--- config.mk ---
export PLATFORM = sky130hd
export DESIGN_NAME = regfile_wb_arbiter
export DESIGN_NICKNAME = d
export VERILOG_FILES = /design/src/rtl/regfile_wb_arbiter.sv
export SDC_FILE = /design/constraint.sdc
export NUM_CORES = 1
export LEC_CHECK = 0
export ABC_AREA = 0
export BUFFER_PORTS_ARGS = -buffer_cell sky130_fd_sc_hd__buf_4
export CAP_MARGIN = 0
export CORE_MARGIN = 2
export CORE_UTILIZATION = 61
export CTS_CLUSTER_DIAMETER = 50
export CTS_CLUSTER_SIZE = 10
export DETAILED_ROUTE_END_ITERATION = 8
export PLACE_DENSITY = 0.93
export SETUP_SLACK_MARGIN = 0.4
export SLEW_MARGIN = 25
export SYNTH_ARGS = -nofsm -noshare
export SYNTH_HDL_FRONTEND = slang
export SYNTH_SLANG_ARGS = --single-unit
export TNS_END_PERCENT = 20
--- constraint.sdc ---
create_clock -name CLK -period 4.8 [get_ports CLK]
set_clock_uncertainty 0.05 [all_clocks]
set_input_delay 0.48 -clock CLK [delete_from_list [all_inputs] [get_ports CLK]]
set_output_delay 0.48 -clock CLK [all_outputs]
set_load 0.005 [all_outputs]
--- src/rtl/regfile_wb_arbiter.sv ---
// Register file write-port arbiter: pipeline writeback has priority over a small FIFO of
// long-latency results, with a busy scoreboard of outstanding LL destinations for decode.
module regfile_wb_arbiter #(
  parameter int W            = 32,
  parameter int DEPTH        = 4,
  parameter int STARVE_LIMIT = 8
) (
  input  logic         CLK,
  input  logic         reset,
  input  logic         wb_valid,
  input  logic [4:0]   wb_addr,
  input  logic [W-1:0] wb_data,
  input  logic         ll_valid,
  output logic         ll_ready,
  input  logic [4:0]   ll_addr,
  input  logic [W-1:0] ll_data,
  input  logic         iss_valid,
  input  logic [4:0]   iss_addr,
  input  logic [4:0]   rs_addr,
  input  logic [4:0]   rt_addr,
  output logic         rs_busy,
  output logic         rt_busy,
  output logic         pipe_stall,
  output logic         write_en,
  output logic [4:0]   write_reg_addr,
  output logic [W-1:0] write_reg_data
);
  localparam int PW = $clog2(DEPTH);
  localparam int CW = $clog2(STARVE_LIMIT);

  // Handshake: an LL entry transfers on any edge where ll_valid && ll_ready; WB has no
  // ready and is always consumed in the cycle it is presented.

  logic [4:0]    fifo_addr [DEPTH];
  logic [W-1:0]  fifo_data [DEPTH];
  logic [PW-1:0] wr_ptr;
  logic [PW-1:0] rd_ptr;
  logic [PW:0]   count;
  logic [31:0]   busy;
  logic [31:0]   busy_next;
  logic [CW-1:0] starve_cnt;

  logic       full;
  logic       empty;
  logic       push;
  logic       pop;
  logic       blocked;
  logic [4:0] head_addr;

  assign full      = (count == (PW+1)'(DEPTH));
  assign empty     = (count == '0);
  assign ll_ready  = !full;
  assign push      = ll_valid && ll_ready;
  // Pop decision uses the registered count, so a push into an empty FIFO is never bypassed.
  assign pop       = !wb_valid && !empty;
  assign blocked   = wb_valid && !empty;
  assign head_addr = fifo_addr[rd_ptr];

  assign rs_busy = busy[rs_addr];
  assign rt_busy = busy[rt_addr];

  always_ff @(posedge CLK) begin
    if (push) begin
      fifo_addr[wr_ptr] <= ll_addr;
      fifo_data[wr_ptr] <= ll_data;
    end
  end

  always_ff @(posedge CLK) begin
    if (reset) begin
      wr_ptr <= '0;
      rd_ptr <= '0;
      count  <= '0;
    end else begin
      if (push) wr_ptr <= wr_ptr + PW'(1);
      if (pop)  rd_ptr <= rd_ptr + PW'(1);
      case ({push, pop})
        2'b10:   count <= count + (PW+1)'(1);
        2'b01:   count <= count - (PW+1)'(1);
        default: count <= count;
      endcase
    end
  end

  // Clear on pop first, then set on issue, so a same-edge set of that register wins.
  always_comb begin
    busy_next = busy;
    if (pop) busy_next[head_addr] = 1'b0;
    if (iss_valid && (iss_addr != 5'd0)) busy_next[iss_addr] = 1'b1;
    busy_next[0] = 1'b0;
  end

  always_ff @(posedge CLK) begin
    if (reset) busy <= '0;
    else       busy <= busy_next;
  end

  always_ff @(posedge CLK) begin
    if (reset) begin
      starve_cnt <= '0;
      pipe_stall <= 1'b0;
    end else if (blocked) begin
      if (starve_cnt == CW'(STARVE_LIMIT - 1)) begin
        starve_cnt <= '0;
        pipe_stall <= 1'b1;
      end else begin
        starve_cnt <= starve_cnt + CW'(1);
        pipe_stall <= 1'b0;
      end
    end else begin
      starve_cnt <= '0;
      pipe_stall <= 1'b0;
    end
  end

  // Writes to r0 are consumed silently; address and data only move on a real write.
  always_ff @(posedge CLK) begin
    if (reset) begin
      write_en       <= 1'b0;
      write_reg_addr <= '0;
      write_reg_data <= '0;
    end else begin
      write_en <= 1'b0;
      if (wb_valid) begin
        if (wb_addr != 5'd0) begin
          write_en       <= 1'b1;
          write_reg_addr <= wb_addr;
          write_reg_data <= wb_data;
        end
      end else if (pop && (head_addr != 5'd0)) begin
        write_en       <= 1'b1;
        write_reg_addr <= head_addr;
        write_reg_data <= fifo_data[rd_ptr];
      end
    end
  end
endmodule

==> impl_metrics.py <==
metrics = {
    "run_status": {
        "status": "finished clean",
    },
    "critical_path": {
        "critPathBufInv": 1,
        "cpLargestDelayFamily": "simple AND/OR/NAND/NOR gates",
        "max_stage_delay_ns": 0.90,
        "crit_slowest_cell": "or4_1",
        "critPathKind": "reg2reg",
        "crit_arrival_ns": 4.19,
        "path_cells": "buf_4 -> mux4_2 -> or4_1 -> and2_4 -> a211oi_1",
        "cp_max_fo": 38,
        "crit_path_start_kind": "flop",
        "cp.required_ns": 5.17,
        "end_kind": "flop",
    },
    "cts": {
        "clk_path_buf_depth": 3,
        "clkLatencyLatePin_ns": 0.53,
        "cts_tree": "yes",
        "numCtsBuffers": 28,
        "cts_root_buffer": "clkbuf_16",
        "h-tree-depth": 1,
        "cts_resized": 0,
        "clkTransAtPathRegs_ns": 0.06,
        "cts_setup_buffers": 0,
        "clkSinkCount": 230,
        "ctsHoldBuffers": 0,
    },
    "route": {
        "drc": 0,
        "drt_iter0_drc": 749,
        "finalWirelength_mm": 23.67,
        "num_vias": 6272,
        "ant_nets": 0,
        "via_per_inst": 6.520,
        "drt-wirelength-per-cell_um": 24.60,
        "drt_pass1_iterations": 5,
    },
    "global_route": {
        "antenna_found_initial": 0,
        "met2_usage": 0.4914,
        "grt_pass1_vias": 6492,
        "grt_max_degree": 80,
        "grt_first_pass_wirelength_mm": 35.78,
        "gr-usage-met3": 0.06154,
        "top_usage_layer": "met2",
        "grt.overflow.total": 0,
        "grt.total_usage": 0.2882,
        "use_met1": 0.3571,
    },
    "pwr": {
        "ir_worst_vdd_mv": 0.4968,
        "powerDensity_mw_per_mm2": 500.6,
        "power_leakage_nw": 4.078,
        "power_mw": 5.715,
    },
    "place": {
        "io_buffers": 135,
        "dp_hpwl_mm": 14.20,
        "place.gp.congestion": 0.8824,
    },
    "finish": {
        "n_antenna_cell": 0,
        "layout_common_cells": "edfxtp_1, buf_4, dfxtp_1",
        "nNetsFinal": 855,
        "drive_gt1_frac": 0.3359,
        "final_common_cell": "edfxtp_1",
        "area_delta_synth_final_pct": 20.38,
    },
    "sta": {
        "finalSetupTns_ns": 0,
        "max_slew.worst_pin.slew_ns": 1.035,
        "finalSetupViolations": 0,
        "fin_crit_ns": 3.826,
        "whs_ns": 0.09962,
        "max_freq_mhz": 261.4,
        "period_share": 0.7971,
        "rsz0062_at_grt": "false",
        "hold_viol": 0,
        "finalMaxSlewViolations": 0,
        "relSlewSlack": 0.3099,
    },
    "floorplan": {
        "io_pins": 136,
        "rows": 45,
        "die_w_um": 128.7,
        "dieArea_mm2": 0.01656,
        "start_util": 0.6239,
        "die_h_um": 128.7,
        "core_mm2": 0.01520,
    },
    "synth": {
        "synthTopCellsByArea": "edfxtp_1, dfxtp_1, mux4_2, mux2i_1, a21oi_1",
        "synth_largest_area_cell": "edfxtp_1",
        "ys_seq_area_frac": 0.6417,
        "netlist_instances": 626,
        "synth.cell_area_mm2": 0.009484,
        "syn_area_per_cell_um2": 15.15,
        "yosys.area.top_type_share": 0.4686,
        "ys_ff_latch": 230,
        "yosysWarnings": 0,
        "syn_nets": 728,
        "synth_cell_types": 36,
    },
    "job": {
        "max_cap_viol_count": 0,
    },
    "min_path": {
        "hold_class": "in2reg",
    },
}
[layer usage]
| layer | wire length [µm] | vias to the layer above |
|---|---|---|
| met5 | 0 | - |
| met1 | 8470 | 3109 |
| met3 | 2165 | 82 |
| met2 | 12160 | 392 |
| li1 | - | 2689 |
| met4 | 873 | 0 |
[worst reg2reg max path, cell delays in order, from the launching register on]
cell and delay (ns):
dfxtp_2 0.81, buf_4 0.50, mux4_2 0.63, or4_1 0.90
and2_4 0.47, a211oi_1 0.35
[state kept, by name, summed over array words and instances (netlist names), 2 cells and up, named ones only]
name and count:
busy 31, count 3, fifo_addr 20, fifo_data 128
rd_ptr 2, starve_cnt 3, wr_ptr 2, write_reg_addr 5
write_reg_data 32
[through the flow]
stage / utilization / worst slack, ns / area [µm²] / cells
detailed placement: 0.6955 / 1.067 / 10570 / 911
finish: 0.7510 / 0.9740 / 11420 / 962
global route: 0.7510 / 0.7480 / 11420 / 962
floorplan: - / 2.130 / 9484 / 626
global placement: 0.6955 / 1.217 / 10570 / 911
CTS: 0.7510 / 0.9586 / 11420 / 962
[where the power goes]
part | internal [mW] | total, mW | switching, mW
sequential | 2.36 | 2.54 | 0.174
combinational | 0.589 | 1.24 | 0.648
clock | 1.17 | 1.94 | 0.772
total | 4.12 | 5.72 | 1.59
[cells by family after synthesis]
logic type | after synthesis | synth area share
buf+inv | 47 | 0.02243
simple gates | 97 | 0.04947
mux | 96 | 0.1744
compound gates | 143 | 0.09604
fa+ha+maj | 8 | 0.01135
xor+xnor | 5 | 0.004618
flops | 230 | 0.6417
[final timing paths]
check | from | endpoint | slack (ns) | depth (start not counted)
worst min-delay path | ll_data[12] | fifo_data[2][12] | 0.1 | 1
worst max-delay path | flop | write_reg_data[16] | 0.97 | 5
worst min register to register | starve_cnt[0] | starve_cnt[0] | 0.39 | 1
worst max register to register | flop | write_reg_data[16] | 0.97 | 5
[layout make-up]
class	instances	area, µm²
clock inverters	5	55.05
clock buffers	46	789.5
multi-input cells	349	3191
repair buffers	138	1036
flip-flops and latches	230	6088
well taps	188	235.2
fillers	849	3785
inverters	6	22.52
[synthesized netlist by cell type (all sizes together)]
master and count:
o21a 1, nor3 4, nor4b 1, clkbuf 23
or4 2, or2 1, dfxtp 82, and3 4
and2 6, nand3 2, inv 6, xor2 3
mux4 55, nor4bb 1, mux2 4, fa 1
edfxtp 148, nor2 17, or3b 1, or3 2
xnor2 2, nand3b 3, nand2 44, a211oi 37
nor2b 4, a21oi 71, ha 7, o21ai 34
buf 18, nand2b 5, mux2i 37
No activity file was read; power rests on OpenSTA's default activity.
